`src/rtl/tile_fetch_arbiter.sv`:
```
// Tile map RAM arbiter: bursts one tile row into a line buffer at hblank and
// hands every other RAM cycle to the CPU through a req/ack handshake.
module tile_fetch_arbiter #(
    parameter int COLS   = 40,
    parameter int ROWS   = 30,
    parameter int ADDR_W = 11,
    parameter int DATA_W = 8
) (
    input  logic              clk,
    input  logic              clear,
    input  logic              hblank_start,
    input  logic [9:0]        next_line,
    input  logic              bright,
    input  logic [5:0]        col,
    output logic [DATA_W-1:0] tile_idx,
    input  logic              cpu_req,
    input  logic              cpu_we,
    input  logic [ADDR_W-1:0] cpu_addr,
    input  logic [DATA_W-1:0] cpu_wdata,
    output logic              cpu_ack,
    output logic [DATA_W-1:0] cpu_rdata,
    output logic [ADDR_W-1:0] mem_addr,
    output logic              mem_we,
    output logic [DATA_W-1:0] mem_wdata,
    input  logic [DATA_W-1:0] mem_rdata,
    output logic              busy,
    output logic              underrun
);

    // state      | meaning
    // IDLE       | arbitration point; pending burst beats CPU request
    // CPU_ISSUE  | CPU address/data/we on the RAM port (cycle G)
    // CPU_WAIT   | RAM read data returns, ack registered for G+2
    // BURST      | read base+c from RAM, c = 0..COLS-1
    // BURST_TAIL | capture last linebuf entry, clear pend
    typedef enum logic [2:0] {
        IDLE       = 3'd0,
        CPU_ISSUE  = 3'd1,
        CPU_WAIT   = 3'd2,
        BURST      = 3'd3,
        BURST_TAIL = 3'd4
    } state_t;

    localparam logic [9:0] LINES  = 10'(ROWS * 16);
    localparam logic [5:0] COLS_W = 6'(COLS);
    localparam logic [5:0] LAST_C = 6'(COLS - 1);

    state_t            state, state_d;
    logic              pend;
    logic [5:0]        row_q;
    logic [ADDR_W-1:0] base_q;
    logic [5:0]        c_q;
    logic              bright_q;
    logic [DATA_W-1:0] linebuf [COLS];

    logic              burst_run;
    logic              trig;
    logic [5:0]        row_sel;
    logic [ADDR_W-1:0] row_ext;
    logic [ADDR_W-1:0] base_sel;

    assign burst_run = (state == BURST) || (state == BURST_TAIL);
    assign trig      = hblank_start && (next_line < LINES) && (next_line[3:0] == 4'd0)
                       && !pend && !burst_run;
    assign busy      = pend || burst_run;

    // A trigger seen in IDLE starts the burst immediately, before pend is visible.
    assign row_sel  = pend ? row_q : next_line[9:4];
    assign row_ext  = ADDR_W'(row_sel);
    assign base_sel = (row_ext << 5) + (row_ext << 3);

    always_comb begin
        state_d   = state;
        mem_addr  = '0;
        mem_we    = 1'b0;
        mem_wdata = '0;
        case (state)
            IDLE: begin
                if (pend || trig)
                    state_d = BURST;
                else if (cpu_req && !cpu_ack)
                    state_d = CPU_ISSUE;
            end
            CPU_ISSUE: begin
                mem_addr  = cpu_addr;
                mem_we    = cpu_we;
                mem_wdata = cpu_wdata;
                state_d   = CPU_WAIT;
            end
            CPU_WAIT: begin
                state_d = IDLE;
            end
            BURST: begin
                mem_addr = base_q + ADDR_W'(c_q);
                if (c_q == LAST_C)
                    state_d = BURST_TAIL;
            end
            BURST_TAIL: begin
                state_d = IDLE;
            end
            default: begin
                state_d = IDLE;
            end
        endcase
    end

    always_ff @(posedge clk or posedge clear) begin
        if (clear) begin
            state     <= IDLE;
            pend      <= 1'b0;
            row_q     <= '0;
            base_q    <= '0;
            c_q       <= '0;
            bright_q  <= 1'b0;
            underrun  <= 1'b0;
            cpu_ack   <= 1'b0;
            cpu_rdata <= '0;
            for (int i = 0; i < COLS; i++)
                linebuf[i] <= '0;
        end else begin
            state    <= state_d;
            bright_q <= bright;
            cpu_ack  <= (state == CPU_WAIT);
            if ((state == CPU_WAIT) && !cpu_we)
                cpu_rdata <= mem_rdata;
            if (trig) begin
                pend  <= 1'b1;
                row_q <= next_line[9:4];
            end
            if (bright && !bright_q && busy)
                underrun <= 1'b1;
            // RAM data lags the address by one cycle, so entry c lands while c+1 is issued.
            case (state)
                IDLE: begin
                    if (state_d == BURST) begin
                        base_q <= base_sel;
                        c_q    <= '0;
                    end
                end
                BURST: begin
                    c_q <= c_q + 6'd1;
                    if (c_q != 6'd0)
                        linebuf[c_q - 6'd1] <= mem_rdata;
                end
                BURST_TAIL: begin
                    linebuf[LAST_C] <= mem_rdata;
                    pend            <= 1'b0;
                end
                default: ;
            endcase
        end
    end

    always_comb begin
        tile_idx = '0;
        if (col < COLS_W)
            tile_idx = linebuf[col];
    end

endmodule

```
`config.mk`:
```
export PLATFORM = sky130hd
export DESIGN_NAME = tile_fetch_arbiter
export DESIGN_NICKNAME = d
export VERILOG_FILES = /design/src/rtl/tile_fetch_arbiter.sv
export SDC_FILE = /design/constraint.sdc
export NUM_CORES = 1
export LEC_CHECK = 0
export CELL_PAD_IN_SITES_DETAIL_PLACEMENT = 0
export CELL_PAD_IN_SITES_GLOBAL_PLACEMENT = 1
export CORE_UTILIZATION = 46
export CTS_CLUSTER_DIAMETER = 40
export DETAILED_ROUTE_END_ITERATION = 10
export GPL_TIMING_DRIVEN = 1
export PLACE_DENSITY_LB_ADDON = 0.05
export SKIP_CTS_REPAIR_TIMING = 1
export SLEW_MARGIN = 20
export SYNTH_ARGS = -nofsm -noshare
export SYNTH_HDL_FRONTEND = slang
export SYNTH_SLANG_ARGS = --single-unit
```
`constraint.sdc`:
```
create_clock -name clk -period 12 [get_ports clk]
set_input_delay 2.4 -clock clk [delete_from_list [all_inputs] [get_ports clk]]
set_output_delay 2.4 -clock clk [all_outputs]
set_load 0.01 [all_outputs]
```
==> impl_metrics.csv <==
group,metric,value,unit
worst_setup_path,critPathSlowestCell,"buf_4",
power,p_int,3.11,mW
worst_setup_path,cp.arrival,5.95,ns
clock_tree,clk_pin_slew,0.06,ns
die,coreArea,35900,um^2
final_layout,nets,1345,
hold_path,worstHoldStart,"underrun",
detailed_routing,drc,0,
hold_path,min_path_cells,1,
worst_setup_path,worstPathCellList,"buf_4 > buf_4 > mux4_2 > a22o_1 > a211oi_1 > a31o_2 > o22ai_1 > clkdlybuf4s50_1",
run,cap_violations,0,
global_route,grt.overflow.total,0,
die,io-pin-count,88,
worst_setup_path,max_stage_delay,0.70,ns
global_route,grtUsageMet3,3.37,%
logic_synthesis,syn_nets,1273,
global_route,grt_use_met1,32.7,%
die,die_h,194,um
sta,setup_ws,3.65,ns
power,power_frac_seq,40.2,%
final_layout,final_core_util,55.9,%
clock_tree,cts-root-buf,"clkbuf_16",
detailed_routing,totalWireLength,43600,um
global_route,antenna_found_initial,0,
die,die_w,194,um
logic_synthesis,synth_ff_type,"dfrtp_1",
place,gp_congestion,0.800,
sta,post-route-period-util,69.6,%
sta,hold_viol,0,
global_route,grtUsageMet2,39.5,%
detailed_routing,routedWlPerCell,24.4,um
logic_synthesis,yosysSeqAreaShare,52.4,%
worst_setup_path,reg2reg_depth,7,
power,leakage,8.78,nW
worst_setup_path,cp_data_required_time,9.60,ns
final_layout,drive_gt1_share,40.6,%
worst_setup_path,rr_startpoint,"c_q[0]",
sta,rsz0062_at_grt,"false",
die,dieArea,37600,um^2
worst_setup_path,critPathLaunchType,"input pin",
logic_synthesis,synthArstFlopShare,100,%
detailed_routing,ant_nets,0,
logic_synthesis,synth_edf_count,0,
clock_tree,htree_num_levels,2,
global_route,grt_max_degree,182,
worst_setup_path,critPathCaptureType,"primary output",
final_layout,area_growth,18.4,%
detailed_routing,vias,10400,
logic_synthesis,synth_area,17000,um^2
sta,slew_violations,0,
die,rows,69,
power,switching_share,28.8,%
detailed_routing,drt_pass1_iterations,4,
sta,slew_headroom,23.9,%
final_layout,stdcell_area,20100,um^2
logic_synthesis,synth_cell_types,56,
logic_synthesis,yosysWarnings,0,
clock_tree,numClockSinks,355,
power,p_clk_share,36.3,%
logic_synthesis,ys_ff_latch,355,
place,pre_cts_slack,3.61,ns
hold_path,hold_end,"underrun",
final_layout,final_common_cell,"dfrtp_1",
final_layout,final_cell_mix,"dfrtp_1 (355), mux2_2 (335), clkdlybuf4s50_1 (85), nand2_1 (60), mux4_2 (60)",
worst_setup_path,crit_top_cell,"buf_4",
worst_setup_path,path_max_fanout,41,
global_route,top_usage_layer,"met2",
global_route,grt_usage,23.9,%
sta,setup_viol,0,
logic_synthesis,synth_area_per_cell,14.0,um^2
hold_path,holdCritPathClass,"reg2reg",
logic_synthesis,syn-instance-count,1213,
sta,tightest_slew,1.14,ns
outcome,status,"finished clean",
place,dpl_cell_area,18200,um^2
worst_setup_path,worst-setup-path-type,"in2out",
power,p_comb_share,23.5,%
global_route,grt_pass1_wl,68100,um
place,hpwl,27800,um
sta,skew,0.0223,ns
die,start_util,47.2,%
clock_tree,cts_buffers,53,
worst_setup_path,r2r_setup_slack,8.80,ns
worst_setup_path,r2r-end,"linebuf[80]",
sta,setup_tns,0,ns
power,pwr_density_cell,218,nW/um^2
sta,final.min_clock_period,8.35,ns
clock_tree,cts_tree,"done",
detailed_routing,drtIter0Drc,439,
sta,timing.fmax,120,MHz
power,ir_drop,0.000153,V
global_route,grt_pass1_vias,10900,
clock_tree,clkLatencyLatePin,0.58,ns
power,power_switching,1.26,mW
place,io_buffers,87,
detailed_routing,vias_per_cell,5.79,
clock_tree,clockBufferDepth,3,
-- Yosys cell counts, types with 9 or more instances --
master | count | area share, %
a22o_1 | 10 | 0.52
a22oi_1 | 10 | 0.44
and2_1 | 14 | 0.52
buf_2 | 20 | 0.59
clkbuf_1 | 62 | 1.4
dfrtp_1 | 355 | 52
ha_1 | 9 | 0.66
inv_1 | 13 | 0.29
mux2_2 | 335 | 22
mux2i_1 | 55 | 3.2
mux4_2 | 60 | 8.0
nand2_1 | 60 | 1.3
nand3_1 | 13 | 0.38
nor2_1 | 25 | 0.55
nor2b_1 | 10 | 0.37
nor3_2 | 9 | 0.53
o21ai_0 | 18 | 0.53
o22ai_1 | 10 | 0.37
xnor2_1 | 10 | 0.52
-- power groups by stage --
| stage | Clock, mW | Combinational, mW | Sequential, mW |
|---|---|---|---|
| final | 1.59 | 1.03 | 1.75 |
| after global placement | 0 | 1.01 | 1.76 |
| after CTS | 1.62 | 1.04 | 1.75 |
| after global routing | 1.66 | 1.12 | 1.80 |
| after detailed placement | 0 | 1.03 | 1.77 |
| after floorplan | 0 | 0.760 | 1.70 |
-- worst max path at each step --
stage           start     endpoint  slack, ns  cells past startpoint
2_1_floorplan   clear   base_q[10]       4.84                      1
3_3_place_gp   col[0]  tile_idx[2]       3.60                      8
3_5_place_dp   col[0]  tile_idx[2]       3.61                      8
4_1_cts        col[0]  tile_idx[2]       3.61                      8
5_1_grt        col[0]  tile_idx[2]       3.46                      8
6_report       col[0]  tile_idx[2]       3.65                      8
-- kinds of logic (layout without fill, tap and decap cells) --
group,after synthesis,after routing,synth area share [%]
buf+inv,101,218,2.49
xor+xnor,16,16,0.826
other cells,0,1,0
mux,453,453,33.6
fa+ha+maj,11,11,0.900
flops,355,355,52.4
compound gates,96,96,4.05
simple gates,181,181,5.72
-- cell type report --
class | count | area, um^2
repair buffers | 105 | 1050
flip-flops and latches | 355 | 8880
fillers | 2957 | 15800
clock buffers | 65 | 1440
multi-input cells | 757 | 7680
well taps | 461 | 577
clock inverters | 35 | 399
diodes | 1 | 2.50
inverters | 13 | 52.6
-- state kept, by name (all words and copies together), names as in the netlist --
signal / cells
base_q: 8
bright_q: 1
c_q: 6
cpu_ack: 1
cpu_rdata: 8
linebuf: 320
pend: 1
row_q: 6
state: 3
underrun: 1
-- critical path: cells and delay by family --
| family | cells | cell delay, ns |
|---|---|---|
| compound gates | 4 | 1.04 |
| mux | 1 | 0.59 |
| buf+inv | 3 | 1.86 |
-- per-layer routing --
layer | vias to the layer above | part of all wire, %
li1 | 4635 | -
met3 | 74 | 3.6
met2 | 189 | 49
met4 | 0 | 2.5
met5 | - | 0
met1 | 5483 | 45
-- stage by stage --
| step | total power, mW | cells | hold slack [ns] |
|---|---|---|---|
| 2_1_floorplan | 2.46 | 1213 | 0.452 |
| 3_3_place_gp | 2.78 | 1689 | 0.451 |
| 3_5_place_dp | 2.80 | 1689 | 0.462 |
| 4_1_cts | 4.41 | 1789 | 0.474 |
| 5_1_grt | 4.58 | 1791 | 0.484 |
| 6_report | 4.37 | 1792 | 0.471 |
Note: power is estimated with default switching activity, not from simulation.
==> RTL change 1: new RTL, same settings <==
The 5 states of `state_t` get a Gray code encoding in 3 bits.
--- a/src/rtl/tile_fetch_arbiter.sv
+++ b/src/rtl/tile_fetch_arbiter.sv
@@ -34,11 +34,11 @@
     // BURST      | read base+c from RAM, c = 0..COLS-1
     // BURST_TAIL | capture last linebuf entry, clear pend
     typedef enum logic [2:0] {
-        IDLE       = 3'd0,
-        CPU_ISSUE  = 3'd1,
-        CPU_WAIT   = 3'd2,
-        BURST      = 3'd3,
-        BURST_TAIL = 3'd4
+        IDLE       = 3'b000,
+        CPU_ISSUE  = 3'b001,
+        CPU_WAIT   = 3'b011,
+        BURST      = 3'b010,
+        BURST_TAIL = 3'b110
     } state_t;
 
     localparam logic [9:0] LINES  = 10'(ROWS * 16);
Formal check against the unedited RTL: no difference found for any inputs over 4 cycles, from zero or initial values; so few cycles prove little.
==> RTL change 1 against the unedited design <==
  * Area after synthesis increased by 0.87%
  * Die area increased by 0.86%
  * Sequential cell count unchanged
  * Sequential share of layout area decreased by 0.59 points
  * Total power decreased by 14%
  * Worst hold slack improved by 16 ps
  * Wire length decreased by 1.4%
  * Via count increased by 0.39%
  * Setup slack improved by 360 ps
  * Final area increased by 1.4%
  * Critical path type unchanged
==> RTL change 1: results (changes against the unedited design) <==
- Status: completed
- First-pass GRT wire length: 67790 um (-0.41%)
- CP peak stage delay: 620 ps (-80 ps)
- CTS clk-pin slew, worst paths: 50 ps
- DRT iter0 DRCs: 452 (+3.0%)
- Port Buffers: 87 (unchanged)
- Sequential-to-total area share from yosys stat: 0.5192 (-0.004518)
- Ant diodes: 0 (-1)
- Leak: 8.572 nW (-2.4%)
- Path type of the worst min-delay path: flop to flop
- H-tree levels: 2 (unchanged)
- Measured slew at the worst slew-check pin: 999.4 ps (-135.7 ps)
- Area contributors post-synth: dfrtp_1, mux2_2, mux4_2
- Worst Path Max Fanout: 34 (-17%)
- Nets: 1344 (-0.074%)
- Vias post-DR: 10420 (+0.39%)
- WL final: 43050 um (-1.4%)
- Clk_lat worst skew: 590 ps
- CTS Root Buffer Type: clkbuf_16
- Synthesis-to-layout area growth: 18.97%
- Largest net degree at the start of global routing: 176 (-3.3%)
- Final HPWL from detailed placement: 27980 um (+0.73%)
- Synth Area in Compound Gates: 0.04555 (+0.005062)
- Initial antenna violation count: 2 (+2)
- Area leader, netlist: dfrtp_1
- Slowest CP cell: clkdlybuf4s50_1
- Total global-route track usage: 0.2373 (-0.001965)
- Biggest regs: linebuf: 320 flops, base_q: 8 flops, cpu_rdata: 8 flops
- Synth top cells by count: dfrtp_1, mux2_2, mux4_2, clkbuf_1, mux2i_1
- Mux contribution to synthesized area: 0.3349 (-0.001587)
- VDD IR max: 0.0001384 V (-9.3%)
- RePlAce Congestion: 0.7924 (-0.99%)
- YS warnings: 0 (unchanged)
- Layout cells sized above 1: 0.4303 (+0.02428)
- Post-Synth Adder-Cell Area: 0.009652 (+0.0006536)
- Async S/R FF share, synth: 1.000 (unchanged)
- Number of global-route vias before repair: 10920 (-0.13%)
- Synth unique cells: 72 (+29%)
- Maximum clock path buffer count: 3 (unchanged)
- Synth Area in XOR/XNOR: 0.007751 (-0.0005100)
- CTS buffer count: 52 (-1.9%)
- Pre-antenna DRT Iters: 5 (+1)
- Final clock skew: 11.78 ps (-10.55 ps)
- CP Data Arrival Time: 5590 ps (-360 ps)
RTL change 1: cell types whose count changed after synthesis, moves of 8 or more:
cell	unedited run	this run
clkbuf_1	62	54
mux2i_1	55	46
nand2_4	0	8
nand2_1	60	41
nor2_1	25	16
nand3_2	0	8
nand2_2	4	17
and2_1	14	4
RTL change 1: where the power goes:
group | switching, mW | internal, mW
logic | 0.380 | 0.327
clock network | 0.581 | 1.08
registers | 0.0791 | 1.31
RTL change 1: area by class of cell:
cell class              count  area (um2)
clock buffers              65        1380
clock inverters            33       535.5
flip-flops and latches    355        8884
multi-input cells         747        7844
well taps                 468       585.6
inverters                  18       71.32
repair buffers            109        1059
fillers                  3047       16250
RTL change 1: cell families (layout without fill, tap and decap cells):
kind of cell / Yosys count / count (layout)
muxes: 454 / 454
DFF: 355 / 355
and+or+nand+nor: 166 / 166
AOI/OAI and AO/OA: 102 / 102
buffers and inverters: 95 / 225
xor gates and xnor gates: 13 / 13
adders and majority gates: 12 / 12
RTL change 1: worst max-delay path: cells and delay by family:
kind            cells  cell delay, ps
compound gates      2             470
buf+inv             4            2070
mux                 1             310
simple gates        1             250
RTL change 1: final timing paths:
check                      depth (start not counted)  slack (ps)                  from                       end
max in group asynchronous                          3        8200                 clear   linebuf[48]$_DFFE_PP0P_
setup / recovery                                   8        4010                col[1]               tile_idx[4]
hold reg to reg                                    1         490  underrun$_DFFE_PP0P_      underrun$_DFFE_PP0P_
setup reg to reg                                   7        8590    c_q[0]$_DFFE_PP0P_   linebuf[36]$_DFFE_PP0P_
hold / removal                                     1         490  underrun$_DFFE_PP0P_      underrun$_DFFE_PP0P_
min in group asynchronous                          2        2330                 clear  linebuf[108]$_DFFE_PP0P_
RTL change 1: stage by stage:
stage / hold slack [ps] / cells / instance area, um2 / worst slack [ps]
after detailed placement: 467.3 / 1696 / 18420 / 3921
final: 486.7 / 1795 / 20360 / 4013
after floorplan: 447.4 / 1197 / 17120 / 4844
after global placement: 455.6 / 1696 / 18420 / 3907
after CTS: 486.3 / 1794 / 20330 / 3915
after global routing: 503.7 / 1795 / 20360 / 3770
RTL change 1: routing by layer:
layer	vias to the layer above	part of all wire	wire (um)	global-route usage
met2	210	0.47	20130	0.3704
met1	5488	0.46	19630	0.3306
met4	4	0.021	886	0.07145
met5	-	0.00058	25	0
li1	4659	-	-	-
met3	61	0.055	2383	0.05449
==> RTL change 2: new RTL, config.mk and constraints unchanged <==
Without the edit above. Change the parameter `ADDR_W` from 11 to 10.
--- a/src/rtl/tile_fetch_arbiter.sv
+++ b/src/rtl/tile_fetch_arbiter.sv
@@ -3,7 +3,7 @@
 module tile_fetch_arbiter #(
     parameter int COLS   = 40,
     parameter int ROWS   = 30,
-    parameter int ADDR_W = 11,
+    parameter int ADDR_W = 10,
     parameter int DATA_W = 8
 ) (
     input  logic              clk,
Ports: changed (resized cpu_addr and mem_addr); port bits go from 88 to 86. The function was not compared with the original's and may differ.
==> RTL change 2 against the unedited design <==
  * Critical path depth rose by 1
  * Largest power group is now the clock network
  * Sequential power fell by 9%
  * Clock skew fell by 4.0 ps
  * Sequential share of layout area fell by 0.87 points
  * Total power fell by 1.1%
  * Count of clock-buffer cells in the layout rose by 6
  * Setup slack improved by 240 ps
  * Highest routed layer unchanged
  * Register-to-register slack got worse by 60 ps
  * Sequential cell count fell by 1
  * Area after synthesis rose by 0.36%
  * Synthesized cell count fell by 1.8%
  * Critical endpoint unchanged
  * Wire length barely moved
  * Final area rose by 1.7%
==> RTL change 2: results (changes against the unedited design) <==
- Final HPWL from detailed placement: 27160 um (-2.2%)
- Synth unique cells: 69 (+23%)
- Async S/R FF share, synth: 1.000 (unchanged)
- DRT iter0 DRCs: 617 (+41%)
- WL/cell: 24.45 um (+0.40%)
- Mean Syn Cell Area: 14.29 um2 (+2.2%)
- DP Worst Slack: 3792 ps (+179.4 ps)
- Pre-antenna DRT Iters: 4 (unchanged)
- Worst Path Max Fanout: 35 (-15%)
- Routing usage on met1: 0.3484 (+0.02183)
- First-pass GRT wire length: 68570 um (+0.74%)
- Synth top cells by count: dfrtp_1, mux2_2, mux4_2, clkbuf_1, mux2i_1
- Ant diodes: 0 (-1)
- CP Data Arrival Time: 5710 ps (-240 ps)
- RePlAce Congestion: 0.7830 (-2.2%)
- Metal1 wirelength: 20770 um (+6.1%)
- Maximum clock path buffer count: 3 (unchanged)
- M3 GR Usage: 0.04963 (+0.01588)
- Total global-route track usage: 0.2401 (+0.0008586)
- Post-Place Cells: 1674 (-0.89%)
- Met3 WL post-DR: 2116 um (+34%)
- M2 GR Usage: 0.3660 (-0.02904)
- Leak: 8.739 nW (-0.49%)
- Worst Reg-to-Reg Cells: 5 (-2)
- Status: completed
- Fill count: 3051 (+3.2%)
- Nets: 1326 (-1.4%)
- CTS buffer count: 59 (+11%)
- Number of global-route vias before repair: 10910 (-0.18%)
- Layout cells sized above 1: 0.4415 (+0.03547)
- Non-filler cells, final: 1784 (-0.45%)
- Port Buffers: 85 (-2.3%)
- Met2 routed WL: 19820 um (-7.5%)
- Clk_lat worst skew: 610 ps (+30 ps)
- Final clock skew: 18.29 ps (-4.040 ps)
- Max_slew headroom: 0.3156 (+0.07647)
- VDD IR max: 0.0001262 V (-17%)
- YS warnings: 0 (unchanged)
- Biggest regs: linebuf: 320 flops, cpu_rdata: 8 flops, base_q: 7 flops
- Sequential-to-total area share from yosys stat: 0.5203 (-0.003356)
- CP peak stage delay: 620 ps (-80 ps)
- Syn Std Cell Area: 17030 um2 (+0.36%)
- Vias post-DR: 10350 (-0.27%)
- Area contributors post-synth: dfrtp_1, mux2_2, mux4_2
-- RTL change 2: cell count changes in the layout (fill, tap and decap cells not counted), sizes merged, moves of 5 or more --
cell and change:
mux2 +17, clkinv -6, clkbuf +6, inv +5, nor3 -11, nand3 +8
nand2 -19, nor2 -8, bufinv +8, mux2i -6
-- RTL change 2: cell families after synthesis --
family	after synthesis	synth area share
and+or+nand+nor	156	0.05688
xor gates and xnor gates	12	0.006174
buffers and inverters	101	0.02565
AOI/OAI and AO/OA	96	0.04299
DFF	354	0.5203
muxes	461	0.3390
adders and majority gates	11	0.008966
-- RTL change 2: worst reg2reg max path: cells and delay by family (launching register included) --
family | cells | cell delay, ps
adders and majority gates | 1 | 610
buffers and inverters | 1 | 260
DFF | 1 | 640
muxes | 1 | 460
and+or+nand+nor | 2 | 1180
-- RTL change 2: cell type report --
class / instances / area, um2 / area share
sequential: 354 / 8859 / 0.4336
multi-input combinational: 736 / 7741 / 0.3789
clock buffer: 71 / 1562 / 0.07642
timing repair buffer: 101 / 993.5 / 0.04862
clock inverter: 39 / 631.9 / 0.03092
tap: 468 / 585.6 / 0.02866
inverter: 15 / 60.06 / 0.002939
-- RTL change 2: path summary, 6_finish.rpt --
path	slack, ps	endpoint
setup / recovery	3890	tile_idx[2]
hold / removal	470	underrun$_DFFE_PP0P_
setup reg to reg	8740	linebuf[304]$_DFFE_PP0P_
hold reg to reg	470	underrun$_DFFE_PP0P_
max in group asynchronous	8160	linebuf[277]$_DFFE_PP0P_
min in group asynchronous	2340	linebuf[44]$_DFFE_PP0P_
-- RTL change 2: power breakdown --
group          total [mW]  leakage [nW]  switching [mW]  internal [mW]
Clock                1.86          1.05           0.620           1.24
Sequential           1.60          4.33           0.152           1.45
Combinational       0.859          3.35           0.395          0.465
Total                4.32          8.74            1.17           3.15
